==> config.mk <==
export PLATFORM = sky130hd
export DESIGN_NAME = popcount_acc
export DESIGN_NICKNAME = d
export VERILOG_FILES = /design/src/rtl/popcount_acc_pkg.sv /design/src/rtl/popcount_acc_popcount.sv /design/src/rtl/popcount_acc.sv
export SDC_FILE = /design/constraint.sdc
export NUM_CORES = 1
export LEC_CHECK = 0
export CORE_ASPECT_RATIO = 1.1
export CORE_UTILIZATION = 30
export CTS_CLUSTER_SIZE = 12
export DETAILED_ROUTE_END_ITERATION = 7
export GPL_ROUTABILITY_DRIVEN = 1
export PLACE_DENSITY = 0.63
export SETUP_SLACK_MARGIN = 0.3
export SLEW_MARGIN = 20
export SYNTH_ARGS = -nofsm -noshare
export SYNTH_HDL_FRONTEND = slang
export SYNTH_SLANG_ARGS = --single-unit
==> constraint.sdc <==
create_clock -name clk_i -period 8.9 [get_ports clk_i]
set_input_delay 1.78 -clock clk_i [delete_from_list [all_inputs] [get_ports clk_i]]
set_output_delay 1.78 -clock clk_i [all_outputs]
set_load 0.01 [all_outputs]
==> src/rtl/popcount_acc_pkg.sv <==
// Shared types for the popcount accumulator: frame FSM state encoding.
package popcount_acc_pkg;

    typedef enum logic {
        ACC  = 1'b0,
        HOLD = 1'b1
    } acc_state_e;

endpackage

==> src/rtl/popcount_acc_popcount.sv <==
// Combinational population count of one input beat.
module popcount
    import popcount_acc_pkg::*;
#(
    parameter int unsigned INPUT_WIDTH  = 64,
    parameter int unsigned OUTPUT_WIDTH = $clog2(INPUT_WIDTH) + 1
) (
    input  logic [INPUT_WIDTH-1:0]  data_i,
    output logic [OUTPUT_WIDTH-1:0] count_o
);

    always_comb begin
        count_o = '0;
        for (int unsigned i = 0; i < INPUT_WIDTH; i++) begin
            count_o = count_o + OUTPUT_WIDTH'(data_i[i]);
        end
    end

endmodule

==> src/rtl/popcount_acc.sv <==
// Frame popcount accumulator: one registered counting stage (S1) feeding an
// ACC/HOLD accumulator that presents per-frame totals with a valid/ready handshake.
module popcount_acc
    import popcount_acc_pkg::*;
#(
    parameter int unsigned DATA_WIDTH = 64,
    parameter int unsigned MAX_BEATS  = 256
) (
    input  logic                                       clk_i,
    input  logic                                       rst_i,
    input  logic                                       valid_i,
    output logic                                       ready_o,
    input  logic [DATA_WIDTH-1:0]                      data_i,
    input  logic                                       last_i,
    output logic                                       valid_o,
    input  logic                                       ready_i,
    output logic [$clog2(DATA_WIDTH*MAX_BEATS):0]      sum_o,
    output logic [$clog2(MAX_BEATS):0]                 beats_o,
    output logic                                       overflow_o
);

    localparam int unsigned CntW  = $clog2(DATA_WIDTH) + 1;
    localparam int unsigned BeatW = $clog2(MAX_BEATS) + 1;
    localparam int unsigned AccW  = $clog2(DATA_WIDTH * MAX_BEATS) + 1;

    localparam logic [BeatW-1:0] MaxBeatsW = BeatW'(MAX_BEATS);

    acc_state_e       state_q, state_d;

    logic [CntW-1:0]  pop_cnt;
    logic             s1_valid_q;
    logic             s1_last_q;
    logic [CntW-1:0]  s1_cnt_q;

    logic [AccW-1:0]  sum_q;
    logic [BeatW-1:0] beats_q;
    logic             overflow_q;

    logic             consume;
    logic             result_hs;

    popcount #(
        .INPUT_WIDTH  (DATA_WIDTH),
        .OUTPUT_WIDTH (CntW)
    ) u_popcount (
        .data_i  (data_i),
        .count_o (pop_cnt)
    );

    always_ff @(posedge clk_i) begin
        if (rst_i) begin
            state_q <= ACC;
        end else begin
            state_q <= state_d;
        end
    end

    always_comb begin
        state_d = state_q;
        case (state_q)
            ACC:  if (s1_valid_q && s1_last_q) state_d = HOLD;
            HOLD: if (ready_i)                 state_d = ACC;
        endcase
    end

    always_comb begin
        valid_o   = (state_q == HOLD);
        consume   = s1_valid_q && (state_q == ACC);
        ready_o   = !s1_valid_q || consume;
        result_hs = valid_o && ready_i;
    end

    // S1 refills in the same cycle it drains, giving one beat per cycle in ACC.
    always_ff @(posedge clk_i) begin
        if (rst_i) begin
            s1_valid_q <= 1'b0;
            s1_last_q  <= 1'b0;
            s1_cnt_q   <= '0;
        end else if (valid_i && ready_o) begin
            s1_valid_q <= 1'b1;
            s1_last_q  <= last_i;
            s1_cnt_q   <= pop_cnt;
        end else if (consume) begin
            s1_valid_q <= 1'b0;
        end
    end

    // A beat beyond MAX_BEATS only flags overflow; totals freeze at the cap.
    always_ff @(posedge clk_i) begin
        if (rst_i || result_hs) begin
            sum_q      <= '0;
            beats_q    <= '0;
            overflow_q <= 1'b0;
        end else if (consume) begin
            if (beats_q == MaxBeatsW) begin
                overflow_q <= 1'b1;
            end else begin
                sum_q   <= sum_q + AccW'(s1_cnt_q);
                beats_q <= beats_q + 1'b1;
            end
        end
    end

    assign sum_o      = sum_q;
    assign beats_o    = beats_q;
    assign overflow_o = overflow_q;

endmodule
# Word-level counts from Yosys, hierarchy flattened

Index checks and enable logic that the tools add are counted.
W data, S select, Z words.

Register bits: 35

Eq/ne operators: 1
Multiplexer cells: 5
Bitwise logic cells: 2
Add/sub/neg operators: 65
Reductions and logical operators: 10

Operators by type and width:

| kind                  | number |
|---|---|
| $add A7 B1 Y7         | 62 |
| $add A15 B7 Y15       | 1 |
| $add A9 B1 Y9 const B | 1 |
| $eq A9 B9 Y1 const B  | 1 |
| $logic_and A1 B1 Y1   | 4 |
| $mux W1               | 4 |
| $reduce_and A2 Y1     | 2 |
| $add A1 B1 Y2         | 1 |
| $logic_or A1 B1 Y1    | 2 |
| $not A1 Y1            | 2 |
| $pmux W1 S2           | 1 |
| $reduce_bool A2 Y1    | 1 |
| $logic_not A1 Y1      | 1 |

# Depth between registers and ports, before layout

Gate-level depths: netlist (run 1).

Word-level depth: 63
Depth in mapped cells: 21

# Modules after synthesis

A second synthesis (run 1) with hierarchy kept.

Cell total of the unflattened synthesis: 392
Area, all modules: 3582.2 um^2

By module, submodules not included:

| module       | instances | cells each | area an instance (um^2) |
|---|---|---|---|
| popcount_acc | 1         | 209        | 1818.0 |
| popcount     | 1         | 183        | 1764.2 |

# Least setup slack after synthesis (run 1)

No wires, ideal clock.

Kind: input-to-reg
From: input data_i[0]
To: register s1_cnt_q[5]
Setup slack: 1.394 ns
Cell stages on the path: 19
Library setup time: 0.091 ns
Data required time: 8.809 ns
Arrival time: 7.415 ns
Cell sequence: ha_1 inv_1 fa_1 inv_1 fa_1 fa_1 fa_1 fa_1 fa_1 fa_1 inv_1 fa_1 inv_1 ha_1 nor2b_1 o21ai_0 a21oi_1 or3_1 a311oi_1

Cells in the longest elaborated chain, start to end: 63

RTL lines:

| what                         | line                        | text |
|---|---|---|
| start: declaration           | popcount_acc.sv:13          | `input logic [DATA_WIDTH-1:0] data_i,` |
| $add A1 B1 Y2                | popcount_acc_popcount.sv:15 | `count_o = count_o + OUTPUT_WIDTH'(data_i[i]);` |
| $add A7 B1 Y7 (62 in series) | popcount_acc_popcount.sv:15 |  |
| end signal: assignment       | popcount_acc.sv:82          | `s1_cnt_q <= pop_cnt;` |
| end: declaration             | popcount_acc.sv:33          | `logic [CntW-1:0] s1_cnt_q;` |

Every way passes these cells.
A chain may end at the register's enable or synchronous reset.

# Final worst setup path (run 1)

Same ends and word-level chain as after synthesis.

==> results.ini, run 1 <==
[cells_and_area]
fill_cells = 1082
final_layout_size_suffix_gt1_share_pct = 3.68
nets = 610
area_growth_pct = 37.2
postLayoutCoreUtil_pct = 42.8
diodes = 0
final_cell_mix = clkdlybuf4s50_1, inv_1, fa_1
layout_commonest_cell = clkdlybuf4s50_1

[synthesis]
synth_cell_types = 44
synth_area_sq_um = 3430
synth_area_leaders = fa_1, dfxtp_1, inv_1
avgSynthCellArea_sq_um = 9.41
syn_nets = 514
synthFlopType = dfxtp_1
synth_edf_count = 0
ys_seq_elements = 35
synthArstFlopShare_pct = 0
synth.yosys.seq_area_share_pct = 20.4
yosysTopAreaCellShare_pct = 32.1
yosysWarnings = 0
synth_largest_area_cell = fa_1
syn_inst = 365

[cts]
cts_sinks = 35
holdBufCountCts = 0
clk_latency_ps = 280
ctsResizeCount = 0
cts-buffers-inserted = 5
path_clk_slew_ps = 50
cts_max_level = 2
post-cts-setup-buffers = 0
cts_root_buffer = clkbuf_16
clock_path_buffers = 2
cts_tree = built

[setup_path]
crit_top_cell = fa_1
path_class = input pin to flop
max_stage_delay_ps = 590
crit_buf_inv = 5
cp.required_ps = 9080
cpLargestDelayFamily = adder cells
crit_chain = clkdlybuf4s50_1 > ha_1 > inv_1 > fa_1 > inv_1 > fa_1 > fa_1 > fa_1 > fa_1 > fa_1 > fa_1 > inv_1 > fa_1 > inv_1 > ha_1 > nor2b_1 > o21ai_0 > a21oi_1 > or3_1 > a311oi_1
cp-end-kind = flop
worstPathArrival_ps = 8030
crit_fanout = 2
startpoint_type = input pin
crit_slowest_cell = fa_1

[floorplanning]
chipHeight_um = 114
fp.dieW_um = 104
die-area_sq_um = 11900
ios = 96
fp-row-count = 40
core_sq_um = 11000
initial_core_util_pct = 31.2

[sta]
clock_skew_ps = 2.63
setup_viol = 0
rsz0062_at_grt = no
fmax_mhz = 127
fin_crit_sh_pct = 88.1
relSlewSlack_pct = 46.1
tightestPinTransition_ps = 809
maxSlewViolCount = 0
fin_crit_ps = 7840
setup_tns_ps = 0
hold_viol_final = 0

[drt]
dr_wl_met2_mm = 3.46
met3_length_um = 512
wl_mm = 6.90
drt-initial-drc-count = 43
vias_per_cell = 4.40
m1WireLength_mm = 2.81
vias = 2682
top_layer_used = met4
wire_per_inst_um = 11.3
ant_nets = 0
drt-pass1-iter-count = 4
drc = 0

[outcome]
status = completed

[grt]
antenna_found_initial = 0
overflow = 0
grt_pass1_vias = 2703
grt_util_all_layers_pct = 12.5
grt_max_degree = 26
grt_pass1_wl_mm = 11.9

[min_path]
worstHoldPathType = flop to flop

[placed_design]
place_congestion = 0.780
port_buffers = 95
hpwl_mm = 6.00

[run]
cap_violations = 0

worst register-to-register path: stages (launching register included):
cell and delay [ps]:
dfxtp_1 370, ha_1 210, inv_1 60, fa_1 380
nand2b_1 210, a211o_4 380, a2111oi_4 370, xnor2_1 150
nor2_1 50
metrics by stage:
step                worst slack, ps  area, sq um  hold slack (ps)  instances
floorplan                      1390         3430              437        365
global placement                831         4540              448        601
detailed placement              726         4540              453        601
CTS                            1030         4710              460        609
global route                    772         4710              497        609
finish                         1060         4710              455        609
cell type report:
class                      count  area [sq um]  area share (%)
clock buffer                   6           139            2.95
clock inverter                 2          35.0           0.743
tap                          147           184            3.90
inverter                      92           345            7.33
sequential                    35           701            14.9
timing repair buffer          95           951            20.2
multi-input combinational    232          2360            50.0
path summary, 6_finish.rpt:
kind / from / end / slack [ps] / depth (start not counted)
worst max register to register: sum_o[0] / sum_o[14] / 6570 / 8
worst min register to register: s1_last_q / s1_last_q / 460 / 2
worst max-delay path: data_i[0] / s1_cnt_q[5] / 1060 / 20
worst min-delay path: s1_last_q / s1_last_q / 460 / 2
metal layers:
| metal | vias to the layer above | global-route usage (%) |
|---|---|---|
| li1 | 1328 | - |
| met1 | 1260 | 13.9 |
| met2 | 84 | 22.9 |
| met3 | 10 | 3.41 |
| met4 | 0 | 4.57 |
| met5 | - | 0 |
sequential cells by signal (all words and copies together), names as in the netlist:
| name | cells |
|---|---|
| beats_o | 9 |
| overflow_o | 1 |
| s1_cnt_q | 7 |
| s1_last_q | 1 |
| s1_valid_q | 1 |
| sum_o | 15 |
| valid_o | 1 |
synth_stat cells (2+ instances only):
cell type  number
o21a_1          2
ha_1           25
o31ai_1         2
o21ai_0         8
or3_1           4
inv_1          92
nand2b_1        4
nor3_1          5
nor4b_2         2
nand4_1         3
a211oi_1        7
clkbuf_1        4
xor2_1          7
a21oi_1        17
dfxtp_1        35
nand3_1         7
nand3b_1        4
nor2b_1         4
a21o_1          2
nor2_1         28
xnor2_1        10
a31oi_1         2
fa_1           55
nand2_1        16
cells by family (layout without fill, tap and decap cells):
logic type | Yosys count | after routing | share of synthesized area (%)
AOI/OAI and AO/OA | 52 | 52 | 10.7
xor gates and xnor gates | 17 | 17 | 4.34
adders and majority gates | 80 | 80 | 41.2
buffers and inverters | 98 | 195 | 11.0
DFF | 35 | 35 | 20.4
and+or+nand+nor | 83 | 83 | 12.4
Power of run 1 is left out: the tool's default activity adds up to more than one toggle a clock period on the data nets, which glitch-free logic cannot reach.
==> run 2, diff against run 1 <==
--- a/config.mk
+++ b/config.mk
@@ -5,12 +5,14 @@
 export SDC_FILE = /design/constraint.sdc
 export NUM_CORES = 1
 export LEC_CHECK = 0
+export ABC_AREA = 1
 export CORE_ASPECT_RATIO = 1.1
 export CORE_UTILIZATION = 30
 export CTS_CLUSTER_SIZE = 12
 export DETAILED_ROUTE_END_ITERATION = 7
 export GPL_ROUTABILITY_DRIVEN = 1
 export PLACE_DENSITY = 0.63
+export REMOVE_ABC_BUFFERS = 1
 export SETUP_SLACK_MARGIN = 0.3
 export SLEW_MARGIN = 20
 export SYNTH_ARGS = -nofsm -noshare
==> results.ini, run 2 <==
[drt]
wire_per_inst_um = 10.7  ; -5.1%
wl_mm = 7.57  ; +9.7%
vias_per_cell = 4.34  ; -1.4%
drt-pass1-iter-count = 5  ; +1
vias = 3056  ; +14%
ant_nets = 0  ; unchanged
drt-initial-drc-count = 165  ; +280%
drc = 0  ; unchanged

[run]
cap_violations = 0  ; unchanged

[synthesis]
yosys.cell_count.top_type = inv_1
synthSimpleGateAreaFrac_pct = 19.2  ; +6.8 points
synth_cell_types = 39  ; -11%
synthArstFlopShare_pct = 0  ; unchanged
synth-compound-area-share_pct = 7.97  ; -2.8 points
synth_top_family_by_area = adder cells
avgSynthCellArea_sq_um = 8.14  ; -13%
syn_inst = 453  ; +24%
synth_area_sq_um = 3690  ; +7.4%
synthFlopType = dfxtp_1
synth.yosys.seq_area_share_pct = 19.0  ; -1.4 points
synthMuxAreaShare_pct = 0  ; unchanged
synth_area_leaders = fa_1, dfxtp_1, inv_1
yosysTopAreaCellShare_pct = 29.9  ; -2.2 points
synth_edf_count = 0  ; unchanged
ys_top_cells_by_count = inv_1, nand2_1, fa_1
ys_seq_elements = 35  ; unchanged
synth-adder-area-share_pct = 38.3  ; -2.8 points
yosysWarnings = 0  ; unchanged
synth_largest_area_cell = fa_1
synth-xor-area-share_pct = 1.66  ; -2.7 points

[setup_path]
startpoint_type = input pin
cp.required_ps = 9070  ; about the same
crit_fanout = 2  ; unchanged
path_class = input pin to flop
crit_slowest_cell = fa_1
max_stage_delay_ps = 550  ; -40 ps
crit_top_cell = fa_1
cp-end-kind = flop
worstPathArrival_ps = 7980  ; -50 ps
crit_chain = clkdlybuf4s50_1 > ha_1 > inv_1 > fa_1 > inv_1 > fa_1 > fa_1 > fa_1 > fa_1 > fa_1 > inv_1 > fa_1 > fa_1 > fa_1 > fa_1 > o21ai_0 > xor2_1 > o21ai_0 > inv_1

[floorplanning]
core_sq_um = 12000  ; +9.3%
die-area_sq_um = 12700  ; +7.3%
ios = 96  ; unchanged
fp.dieW_um = 108  ; +3.6%
initial_core_util_pct = 30.7  ; -0.54 points
chipHeight_um = 118  ; +3.6%
fp-row-count = 42  ; +5.0%

[grt]
antenna_found_initial = 0  ; unchanged
overflow = 0  ; unchanged
grt_pass1_vias = 3181  ; +18%
grt_max_degree = 27  ; +3.8%
grt_pass1_wl_mm = 13.2  ; +11%
grt_util_all_layers_pct = 12.8  ; +0.31 points

[cts]
clk_latency_ps = 280  ; about the same
cts-buffers-inserted = 5  ; unchanged
ctsResizeCount = 0  ; unchanged
cts_tree = built
cts_max_level = 2  ; unchanged
cts_sinks = 35  ; unchanged
clock_path_buffers = 2  ; unchanged
post-cts-setup-buffers = 0  ; unchanged
path_clk_slew_ps = 50  ; about the same
holdBufCountCts = 0  ; unchanged
cts_root_buffer = clkbuf_16

[sta]
fmax_mhz = 128  ; +0.52%
maxSlewViolCount = 0  ; unchanged
relSlewSlack_pct = 76.9  ; +31 points
fin_crit_ps = 7800  ; -41.0 ps
setup_tns_ps = 0  ; unchanged
setup_viol = 0  ; unchanged
fin_crit_sh_pct = 87.7  ; -0.46 points
clock_skew_ps = 3.73  ; +1.10 ps
hold_viol_final = 0  ; unchanged
rsz0062_at_grt = no
tightestPinTransition_ps = 346  ; -462 ps

[placed_design]
place_congestion = 0.843  ; +8.0%
port_buffers = 95  ; unchanged
hpwl_mm = 6.68  ; +11%

[cells_and_area]
final_layout_size_suffix_gt1_share_pct = 6.91  ; +3.2 points
layout_commonest_cell = inv_1
area_growth_pct = 33.1
final_cell_mix = inv_1, clkdlybuf4s50_1, nand2_1
diodes = 0  ; unchanged
largest_reg_flops = 15  ; unchanged
nets = 698  ; +14%

[outcome]
status = completed

[min_path]
worstHoldPathType = flop to flop

==> run 2: cell count changes after synthesis, moves of 6 or more <==
| cell | change |
|---|---|
| nand2_1 | +49 |
| xnor2_1 | -7 |
| nor2_1 | +20 |
| inv_2 | +6 |
| inv_1 | +17 |
| a21oi_2 | +7 |
| nand3_1 | +16 |
==> run 2: final cells by class <==
| cell class | count | area [sq um] |
|---|---|---|
| Inverter | 117 | 444 |
| Multi-Input combinational cell | 294 | 2480 |
| Timing Repair Buffer | 96 | 958 |
| Sequential cell | 35 | 701 |
| Clock buffer | 7 | 133 |
| Tap cell | 154 | 193 |
| Fill cell | 1229 | 7120 |
| Clock inverter | 1 | 5.00 |
==> run 2: worst paths after layout <==
| check | startpoint | cells past startpoint | to | slack (ps) |
|---|---|---|---|---|
| max reg2reg | sum_o[0] | 11 | sum_o[12] | 7030 |
| max | data_i[0] | 19 | s1_cnt_q[4] | 1100 |
| min reg2reg | s1_last_q | 2 | s1_last_q | 460 |
| min | s1_last_q | 2 | s1_last_q | 460 |
==> run 2: critical path, delay by kind of cell <==
family / cells / cell delay, ps
AO/OA/AOI/OAI: 2 / 460
XOR/XNOR: 1 / 100
adder cells (fa/ha/maj): 11 / 5050
buffers and inverters: 5 / 600
==> run 2: logic make-up (layout without fill, tap and decap cells) <==
| logic type | after synthesis | in the layout |
|---|---|---|
| adders and majority gates | 80 | 80 |
| DFF | 35 | 35 |
| and+or+nand+nor | 159 | 159 |
| AOI/OAI and AO/OA | 48 | 48 |
| buffers and inverters | 124 | 221 |
| xor gates and xnor gates | 7 | 7 |
==> run 2: metal layers <==
metal	GRT usage [%]	vias to the layer above	share of wire [%]
met1	12.7	1430	38
met2	26.0	73	56
met4	3.60	0	1.1
met3	2.48	7	5.2
li1	-	1546	-
met5	0	-	0
==> run 2: per-stage QoR <==
step | util (%) | setup slack [ps] | hold slack (ps) | cells | instance area, sq um
2_1_floorplan | - | 1500 | 439 | 446 | 3620
3_3_place_gp | 39.7 | 889 | 452 | 696 | 4770
3_5_place_dp | 39.7 | 781 | 461 | 696 | 4770
4_1_cts | 40.8 | 1060 | 470 | 704 | 4910
5_1_grt | 40.8 | 834 | 498 | 704 | 4910
6_report | 40.8 | 1100 | 464 | 704 | 4910
Power of run 2 is left out for the same reason.
==> run 3, diff against run 2 <==
==> constraint.sdc (replaced) <==
create_clock -name clk_i -period 8.9 [get_ports clk_i]
set_input_delay 2.67 -clock clk_i [delete_from_list [all_inputs] [get_ports clk_i]]
set_output_delay 2.67 -clock clk_i [all_outputs]
set_load 0.01 [all_outputs]
==> results.ini, run 3 (same netlist as run 2, synthesis figures left out) <==
[outcome]
status = completed

[setup_path]
startpoint_type = input pin
regToRegSetupSlack_ps = 7010  ; -20 ps
worstPathArrival_ps = 8560  ; +580 ps
cp-end-kind = flop
cp.required_ps = 9100  ; +30 ps
path_class = input pin to flop
crit_fanout = 2  ; unchanged

[cells_and_area]
largest_reg_flops = 15  ; unchanged
layout_commonest_cell = inv_1
diodes = 0  ; unchanged
stdcell_area_sq_um = 4970  ; +1.2%
fin_cells = 705  ; +0.14%
final_cell_mix = inv_1, clkdlybuf4s50_1, nand2_1
final_layout_size_suffix_gt1_share_pct = 9.26  ; +2.3 points
nets = 700  ; +0.29%
area_growth_pct = 34.7

[cts]
clk_latency_ps = 280  ; about the same
cts_max_level = 2  ; unchanged
holdBufCountCts = 0  ; unchanged
cts_tree = built
path_clk_slew_ps = 50  ; about the same
cts_root_buffer = clkbuf_16
cts_sinks = 35  ; unchanged
clock_path_buffers = 2  ; unchanged
cts-buffers-inserted = 5  ; unchanged

[sta]
hold_slack_ps = 466  ; +2.10 ps
setup_viol = 0  ; unchanged
relSlewSlack_pct = 75.9  ; -0.94 points
hold_viol_final = 0  ; unchanged
tightestPinTransition_ps = 360  ; +14.1 ps
maxSlewViolCount = 0  ; unchanged
setup_tns_ps = 0  ; unchanged
fin_crit_ps = 8370  ; +562 ps
clock_skew_ps = 4.67  ; +0.946 ps
fin_crit_sh_pct = 94.0  ; +6.3 points
fmax_mhz = 120  ; -6.7%
rsz0062_at_grt = no

[drt]
top_layer_used = met4
vias_per_cell = 4.39  ; +1.0%
vias = 3092  ; +1.2%
dr_wl_met2_mm = 4.30  ; +1.4%
m1WireLength_mm = 2.72  ; -4.2%
wl_mm = 7.65  ; +1.0%
met3_length_um = 468  ; +18%
drt-initial-drc-count = 126  ; -24%
ant_nets = 0  ; unchanged
drc = 0  ; unchanged
drt-pass1-iter-count = 4  ; -1
wire_per_inst_um = 10.8  ; +0.90%

[grt]
grt_max_degree = 27  ; unchanged
grt_util_all_layers_pct = 13.3  ; +0.46 points
antenna_found_initial = 0  ; unchanged
grt_pass1_wl_mm = 13.7  ; +3.5%
grt_pass1_vias = 3245  ; +2.0%
overflow = 0  ; unchanged

[floorplanning]
fp.dieW_um = 108  ; unchanged
die-area_sq_um = 12700  ; unchanged
chipHeight_um = 118  ; unchanged
core_sq_um = 12000  ; unchanged
fp-row-count = 42  ; unchanged
initial_core_util_pct = 30.7  ; unchanged
ios = 96  ; unchanged

[placed_design]
place_congestion = 0.839  ; -0.40%
port_buffers = 95  ; unchanged
hpwl_mm = 6.73  ; +0.72%
placed_cells = 697  ; +0.14%
place_area_sq_um = 4780  ; +0.16%

[run]
cap_violations = 0  ; unchanged

[min_path]
worstHoldPathType = flop to flop

[run 3: changes by cell type in the layout (fill, tap and decap cells not counted), sizes merged]
cell,change
dlymetal6s2s,+7
clkbuf,-1
buf,+2
clkdlybuf4s50,-7
[run 3: area by class of cell]
type / count / area (sq um)
Clock inverter: 1 / 5.00
Tap cell: 154 / 193
Sequential cell: 35 / 701
Inverter: 117 / 444
Multi-Input combinational cell: 294 / 2490
Timing Repair Buffer: 98 / 995
Clock buffer: 6 / 139
Fill cell: 1200 / 7070
[run 3: routing by layer]
metal	vias up	GRT usage, %
li1	1547	-
met1	1446	13.3
met2	88	26.4
met3	11	2.59
met4	0	4.54
met5	-	0
[run 3: what timing repair did]
| item | CTS | global route |
|---|---|---|
| setup endpoints to repair | 2 | 5 |
| hold endpoints to repair | 0 | 0 |
| setup buffers | 0 | 1 |
| pin swaps | 0 | 18 |
| gates resized for setup | 3 | 18 |
[run 3: critical path, stage by stage]
cell and delay [ps]:
clkdlybuf4s50_1 460, inv_1 50, fa_1 530, inv_1 50
fa_1 500, fa_1 440, fa_1 520, fa_1 430
fa_1 510, inv_2 40, fa_1 590, fa_1 470
fa_2 400, fa_2 430, buf_6 130, xor2_1 130
a211oi_1 210
[run 3: worst paths after layout]
check                  from          end  cells after the start
setup / recovery  data_i[2]  s1_cnt_q[2]                     17
hold / removal    s1_last_q    s1_last_q                      2
setup reg to reg   sum_o[0]    sum_o[12]                     11
hold reg to reg   s1_last_q    s1_last_q                      2
[run 3: stage by stage]
step	setup WS, ps	util, %
6_report	534	41.3
3_5_place_dp	-95.8	39.7
5_1_grt	306	41.3
3_3_place_gp	19.3	39.7
2_1_floorplan	611	-
4_1_cts	350	41.0
Power of run 3 is left out for the same reason.
